===== src/rtl/fsm_seq_monitor_if.sv =====
// Sample bus from the sequencer into its monitor.
// Master drives a code qualified by a valid strobe.
interface fsm_seq_monitor_if;
  logic       in_valid;
  logic [2:0] in_code;

  modport master (
    output in_valid,
    output in_code
  );

  modport slave (
    input in_valid,
    input in_code
  );
endinterface


===== src/rtl/fsm_seq_monitor.sv =====
// Receive-side checker for the 0->1->2->3 cyclic sequencer code.
// Optional FSM_MON_HOLD_EN: accept a repeated code as a hold in TRACK.
module fsm_seq_monitor #(
  parameter int ERR_LIMIT = 3,
  parameter int CNT_W     = 8
) (
  input  logic             clk,
  input  logic             rst,
  fsm_seq_monitor_if.slave in_if,
  input  logic             clr,
  output logic             locked,
  output logic             lap_pulse,
  output logic             err_pulse,
  output logic             err_flag,
  output logic [CNT_W-1:0] lap_cnt,
  output logic [CNT_W-1:0] err_cnt
);

  typedef enum logic [1:0] {
    HUNT  = 2'd0,
    TRACK = 2'd1,
    ERROR = 2'd2
  } state_e;

  localparam logic [3:0] LIM = 4'(ERR_LIMIT);

  state_e           state_q, state_d;
  logic [1:0]       exp_q, exp_d;
  logic [3:0]       consec_q, consec_d;
  logic [CNT_W-1:0] lap_cnt_q, lap_cnt_d;
  logic [CNT_W-1:0] err_cnt_q, err_cnt_d;
  logic             lap_pulse_q, lap_pulse_d;
  logic             err_pulse_q, err_pulse_d;

  logic       code_ok;
  logic       hold_ok;
  logic [3:0] consec_inc;

  assign code_ok    = !in_if.in_code[2] &&
                      (in_if.in_code[1:0] == exp_q);
  assign consec_inc = consec_q + 4'd1;

`ifdef FSM_MON_HOLD_EN
  assign hold_ok = !in_if.in_code[2] &&
                   (in_if.in_code[1:0] == exp_q - 2'd1);
`else
  assign hold_ok = 1'b0;
`endif

  always_comb begin
    state_d     = state_q;
    exp_d       = exp_q;
    consec_d    = consec_q;
    lap_cnt_d   = lap_cnt_q;
    err_cnt_d   = err_cnt_q;
    lap_pulse_d = 1'b0;
    err_pulse_d = 1'b0;

    if (clr) begin
      state_d   = HUNT;
      exp_d     = 2'd0;
      consec_d  = 4'd0;
      lap_cnt_d = '0;
      err_cnt_d = '0;
    end else if (in_if.in_valid) begin
      unique case (state_q)
        HUNT: begin
          if (in_if.in_code == 3'd0) begin
            state_d = TRACK;
            exp_d   = 2'd1;
          end
        end
        TRACK: begin
          if (code_ok) begin
            exp_d    = exp_q + 2'd1;
            consec_d = 4'd0;
            if (exp_q == 2'd3) begin
              lap_pulse_d = 1'b1;
              if (!(&lap_cnt_q))
                lap_cnt_d = lap_cnt_q + 1'b1;
            end
          end else if (hold_ok) begin
            consec_d = 4'd0;
          end else begin
            err_pulse_d = 1'b1;
            consec_d    = consec_inc;
            if (!(&err_cnt_q))
              err_cnt_d = err_cnt_q + 1'b1;
            if (consec_inc >= LIM)
              state_d = ERROR;
            else if (!in_if.in_code[2])
              exp_d = in_if.in_code[1:0] + 2'd1;
          end
        end
        ERROR: begin
          state_d = ERROR;
        end
        default: begin
          state_d = HUNT;
        end
      endcase
    end
  end

  always_ff @(posedge clk or posedge rst) begin
    if (rst) begin
      state_q     <= HUNT;
      exp_q       <= 2'd0;
      consec_q    <= 4'd0;
      lap_cnt_q   <= '0;
      err_cnt_q   <= '0;
      lap_pulse_q <= 1'b0;
      err_pulse_q <= 1'b0;
    end else begin
      state_q     <= state_d;
      exp_q       <= exp_d;
      consec_q    <= consec_d;
      lap_cnt_q   <= lap_cnt_d;
      err_cnt_q   <= err_cnt_d;
      lap_pulse_q <= lap_pulse_d;
      err_pulse_q <= err_pulse_d;
    end
  end

  assign locked    = (state_q == TRACK);
  assign err_flag  = (state_q == ERROR);
  assign lap_pulse = lap_pulse_q;
  assign err_pulse = err_pulse_q;
  assign lap_cnt   = lap_cnt_q;
  assign err_cnt   = err_cnt_q;

endmodule


===== src/flat_wrapper.sv =====
// flat-port wrapper written by rule: the top's interface ports become plain ports
module fsm_seq_monitor_flat 
#(
  parameter int ERR_LIMIT = 3,
  parameter int CNT_W     = 8
)
  (clk, rst, clr, locked, lap_pulse, err_pulse, err_flag, lap_cnt, err_cnt, in_if_in_valid, in_if_in_code);
  fsm_seq_monitor_if in_if_i ();
  input  logic clk;
  input  logic rst;
  input  logic clr;
  output logic locked;
  output logic lap_pulse;
  output logic err_pulse;
  output logic err_flag;
  output logic [CNT_W-1:0] lap_cnt;
  output logic [CNT_W-1:0] err_cnt;
  input wire logic [$bits(in_if_i.in_valid)-1:0] in_if_in_valid;
  input wire logic [$bits(in_if_i.in_code)-1:0] in_if_in_code;
  assign in_if_i.in_valid = in_if_in_valid;
  assign in_if_i.in_code = in_if_in_code;
  fsm_seq_monitor #(.ERR_LIMIT(ERR_LIMIT), .CNT_W(CNT_W)) u_core (.clk(clk), .rst(rst), .in_if(in_if_i), .clr(clr), .locked(locked), .lap_pulse(lap_pulse), .err_pulse(err_pulse), .err_flag(err_flag), .lap_cnt(lap_cnt), .err_cnt(err_cnt));
endmodule

===== config.mk =====
export PLATFORM = sky130hd
export DESIGN_NAME = fsm_seq_monitor_flat
export DESIGN_NICKNAME = d
export VERILOG_FILES = /design/src/rtl/fsm_seq_monitor_if.sv /design/src/rtl/fsm_seq_monitor.sv /design/src/flat_wrapper.sv
export SDC_FILE = /design/constraint.sdc
export NUM_CORES = 1
export LEC_CHECK = 0
export ABC_AREA = 1
export BUFFER_PORTS_ARGS = -buffer_cell sky130_fd_sc_hd__buf_2
export CORE_MARGIN = 5
export CORE_UTILIZATION = 32
export DETAILED_ROUTE_END_ITERATION = 8
export SLEW_MARGIN = 20
export SYNTH_ARGS = -nofsm -noshare
export SYNTH_HDL_FRONTEND = slang
export SYNTH_SLANG_ARGS = --single-unit

===== constraint.sdc =====
create_clock -name clk -period 4.3 [get_ports clk]
set_input_delay 0.86 -clock clk [delete_from_list [all_inputs] [get_ports clk]]
set_output_delay 0.86 -clock clk [all_outputs]
set_load 0.02 [all_outputs]

[Word level (Yosys, flattened, before mapping)]
Index checks and enable logic that the tools add are counted.
Cells by class
  add/sub/neg operators: 5
  multiply operators: 0
  div/mod/pow operators: 0
  order comparisons: 1
  equal/unequal tests: 12
  shifts and indexed selects: 0
  multiplexer cells: 36
  bitwise gates (word level): 0
  reduce and logical (&&, ||, !) cells: 16
Operators with widths (number)
  $mux W8: 11
  $mux W2: 10
  $add A8 B1 Y8 const B: 2
  $mux W4: 4
  $reduce_and A8 Y1: 2
  $reduce_and A5 Y1: 2
  $mux W1: 9
  $ne A4 B3 Y1 const B: 2
  $reduce_and A4 Y1: 2
  $reduce_bool A2 Y1: 4
  $ne A2 B2 Y1 const B: 3
  $ne A3 B2 Y1 const B: 2
  $pmux W2 S3: 1
  $add A2 B1 Y2 const B: 2
  $add A4 B1 Y4 const B: 1
  $eq A2 B2 Y1 const B: 2
  $ge A4 B2 Y1 const B: 1
  $pmux W2 S2: 1
  $logic_not A3 Y1: 1
  $ne A3 B3 Y1 const B: 1
  $reduce_bool A3 Y1: 1
  $eq A2 B1 Y1 const B: 1
  $eq A2 B2 Y1: 1
  $logic_not A2 Y1: 1
  other kinds (3): 3
Storage, ports and cells
  flip-flop bits (word level): 26
  bits in latches: 0
  RAM bits: 0
  bits in read-only memories: 0
  input bits: 7
  output and inout bits: 20
  word-level logic and storage cells: 77
  memories kept: 0

[Depth between registers and ports, before layout]
  depth after elaboration: 7
  mapped depth: 12
  mapped depth without buffers: 12

[Worst setup path after synthesis]
Ideal clock, no wire load.
  path kind: input to register
  from: in clr
  to: reg u_core.err_cnt_q[2] (netlist: u_core.err_cnt[2])
  library setup time: 0.066 ns
  arrival: 1.657 ns
  required time: 4.234 ns
  path slack: 2.577 ns
  cell stages on the path: 6
  buffers on the path: 2
  path through: buf_2 -> inv_6 -> o21ai_4 -> buf_1 -> nand3_1 -> nand2_1
Between the ends
  word-level cells in the longest chain between the ends: 2
  elaborated cells on any way between the ends: 6
  those cells by class: 2 x eq/ne; 1 x mux; 3 x reduce/logical
RTL lines
  start, declared: line flat_wrapper.sv:11  | input logic clr;
  $ne A2 B2 Y1 (no line) or $reduce_bool A2 Y1 (tied branches)
  $reduce_and A4 Y1 (no line)
  end signal, assigned: line fsm_seq_monitor.sv:119  | err_cnt_q <= err_cnt_d;
  end, declared: line fsm_seq_monitor.sv:31  | logic [CNT_W-1:0] err_cnt_q, err_cnt_d;
Several ways; a longest one is shown, not always the timed one.
A chain may end at the register's enable or synchronous reset.

[Final worst setup path]
  from: reg u_core.state_q[1]
  to: out locked
Between the ends
  word-level cells in the longest chain between the ends: 1
RTL lines
  start, declared: line fsm_seq_monitor.sv:27  | state_e state_q, state_d;
  start signal, assigned: line fsm_seq_monitor.sv:115  | state_q <= state_d;
  $eq A2 B1 Y1: line fsm_seq_monitor.sv:125  | assign locked = (state_q == TRACK);
  end, declared: line flat_wrapper.sv:12  | output logic locked;
No other way between the ends.

==> qor.csv <==
stage,metric,value,unit
global_route,GRT overflow,0,
logic_synthesis,"EDFF count, synth",0,
clocking,# resized after CTS,0,
clocking,"Reg clk slew, reported paths",0.09,ns
timing,clk_skew,0.00171,ns
critical_path,crit path launch type,register,
floorplan,num rows,26,
global_route,initial antenna violation count,0,
critical_path,CP endpoint kind,output pin,
logic_synthesis,dominant synthesized flop cell,dfrtp_1,
power_and_ir_drop,worst vdd ir,324,uV
critical_path,CP Buf/Inv Count,2,
critical_path,worst reg-to-reg path cell count,9,
logic_synthesis,Mapped Cells,218,
timing,Final Setup Violations,0,
power_and_ir_drop,sw frac,0.361,
hold_path,hold path depth,2,
critical_path,CP max stage delay,0.41,ns
timing,max_slew headroom,0.629,
finish,final core utilization,0.373,
logic_synthesis,syn avg cell area,7.44,sq um
floorplan,Die Area,6590,sq um
logic_synthesis,"Seq/Total Area, Yosys",0.401,
placement,placed insts,310,
clocking,Sink Count,26,
floorplan,Core Area,5010,sq um
timing,unrepaired setup endpoints after global routing,false,
clocking,root buffer cell,clkbuf_8,
logic_synthesis,synth unique cells,28,
route,Starting DRT DRC Count,89,
finish,Layout Area Growth over Synthesis,15.4,%
critical_path,worst path cell trace,"inv_1, ha_1, buf_2",
global_route,first-pass GRT wire length,6210,microns
logic_synthesis,post-synthesis cell area,1620,sq um
critical_path,WS Path Type,reg -> out,
timing,Fmax achieved,484,MHz
route,First-pass DRT Iterations,6,
clocking,H-tree depth,1,
critical_path,Worst EP arrival,1.20,ns
critical_path,Worst Path Required,3.44,ns
placement,DP HPWL,2540,microns
timing,"Hold Vio Cnt, Final",0,
critical_path,WP depth,3,
timing,TNS Setup,0,ns
clocking,Clock Path Buffers,2,
finish,Layout Cells excl Fill,314,
timing,WHS,0.512,ns
finish,layout cells sized above 1,0.197,
logic_synthesis,Post-Syn Nets,232,
logic_synthesis,synthesized flop and latch total,26,
critical_path,CP max stage cell,dfrtp_1,
critical_path,largest fanout on the critical path,5,
placement,IO Port Bufs,26,
clocking,Post-CTS Setup Bufs,0,
power_and_ir_drop,P_int,0.418,mW
route,vias,1382,
logic_synthesis,share of the synthesized area in the top cell type,0.401,
timing,min Tclk post-route,2.06,ns
floorplan,DIE HEIGHT,81.2,microns
floorplan,Top-Level Pins,27,
route,ANT nets after route,0,
route,drt wl/cell,10.7,microns
route,Detailed Route WL,3350,microns
run,Max Cap Violations,0,
hold_path,Tightest Hold Check Type,reg -> reg,
logic_synthesis,Synthesis Warnings,0,
placement,RD Place Congestion,0.835,
timing,Slew @ Worst Pin,0.556,ns
critical_path,Crit path max-delay family,flip-flops,
logic_synthesis,Commonest cells post-synth,"nand2_1 (74), dfrtp_1 (26), inv_1 (26)",
logic_synthesis,"count leader, synth",nand2_1,
power_and_ir_drop,Pwr Total,0.653,mW
global_route,Overall Global Routing Usage,0.119,
power_and_ir_drop,clock share of power,0.246,
power_and_ir_drop,Combinational Power Share,0.299,
power_and_ir_drop,pwr dens,349,nW/um^2
power_and_ir_drop,reported net switching power,0.236,mW
power_and_ir_drop,sequential power share,0.455,
route,drc violations,0,
clocking,Num CTS Buffers,3,
timing,"Slew Viols, Final",0,
global_route,largest net degree at the start of global routing,27,
finish,ANT cells,0,
global_route,vias in the first global route,1422,
route,vias per inst,4.40,
floorplan,Initial Util,0.324,
logic_synthesis,largest cells by area after synthesis,"dfrtp_1 (40%), nand2_1 (17%), inv_1 (6.0%), nand3_1 (5.9%), ha_1 (5.4%)",
floorplan,die span in x,81.2,microns
finish,Final nets,259,
power_and_ir_drop,Static Leak,1.02,nW
clocking,Post-CTS Hold Buffers,0,
timing,period utilisation layout,0.480,
logic_synthesis,Synth area leader,dfrtp_1,
logic_synthesis,Async SR Flop Fraction,1.00,
clocking,Worst-Skew Late Latency,0.27,ns
run_status,outcome,completed,
clocking,CTS tree,done,
-- final timing paths --
path | start | end | slack [ns]
hold / removal | u_core.err_cnt[5] | u_core.err_cnt[5] | 0.51
setup / recovery | u_core.state_q[1] | locked | 2.24
setup reg to reg | u_core.state_q[1] | u_core.lap_cnt[0] | 2.60
max in group asynchronous | rst | u_core.lap_cnt[7] | 3.31
hold reg to reg | u_core.err_cnt[5] | u_core.err_cnt[5] | 0.51
min in group asynchronous | rst | u_core.state_q[1] | 0.63
-- power by group through the flow --
stage,clock (mW),sequential (mW),combinational [mW]
final,0.160,0.297,0.195
after global placement,0,0.301,0.195
after global routing,0.179,0.303,0.224
after CTS,0.168,0.297,0.198
after floorplan,0,0.305,0.146
after detailed placement,0,0.303,0.197
-- tightest hold or removal path, delay by kind of cell (launching register included) --
kind             cells  cell delay [ns]
AND/OR/NAND/NOR      2             0.11
flip-flops           1             0.37
-- layout by cell type (no fill, tap or decap) --
cell type | netlist | final
a21oi_1 | 2 | 2
a21oi_2 | 1 | 1
buf_2 | 1 | 26
clkbuf_8 | 0 | 4
dfrtp_1 | 26 | 26
ha_1 | 7 | 7
inv_1 | 26 | 25
inv_2 | 2 | 3
inv_6 | 1 | 1
nand2_1 | 74 | 74
nand2_2 | 3 | 3
nand2_4 | 2 | 2
nand3_1 | 19 | 19
nand3_2 | 1 | 1
nand3b_1 | 1 | 1
nand4_1 | 4 | 4
nor2_1 | 19 | 19
nor2_2 | 1 | 1
nor3_1 | 5 | 5
nor3_2 | 1 | 1
nor3_4 | 1 | 1
o21ai_1 | 5 | 5
o21ai_2 | 3 | 3
o21ai_4 | 1 | 1
o22ai_1 | 2 | 2
xor2_1 | 7 | 7
-- logic make-up after synthesis --
| kind of cell | Yosys count | share of synthesized area |
|---|---|---|
| compound gates | 14 | 0.0610 |
| xor+xnor | 7 | 0.0378 |
| fa+ha+maj | 7 | 0.0540 |
| buf+inv | 33 | 0.0849 |
| flops | 26 | 0.401 |
| simple gates | 131 | 0.361 |
-- routing by layer --
metal,track usage,part of all wire,vias to the layer above
met5,0,0,-
met4,0.0253,0.0089,0
met3,0.0310,0.036,4
met2,0.207,0.47,19
met1,0.146,0.49,624
li1,-,-,735
-- state kept, by name, indices dropped and copies added (netlist names) --
name and flops:
u_core.state_q 2, u_core.err_cnt 8, u_core.consec_q 4, u_core.lap_cnt 8, u_core.exp_q 2, u_core.err_pulse 1, u_core.lap_pulse 1
-- cell type report --
type | instances | area [sq um]
flip-flops and latches | 26 | 651
repair buffers | 26 | 130
multi-input cells | 159 | 833
inverters | 29 | 114
clock buffers | 4 | 55.1
fillers | 554 | 3140
well taps | 70 | 87.6
-- metrics by stage --
step	instance area (sq um)	setup slack [ns]
CTS	1870	2.22
floorplan	1620	2.58
detailed placement	1820	2.21
finish	1870	2.24
global route	1870	2.14
global placement	1820	2.25
No activity file was read; power rests on OpenSTA's default activity.
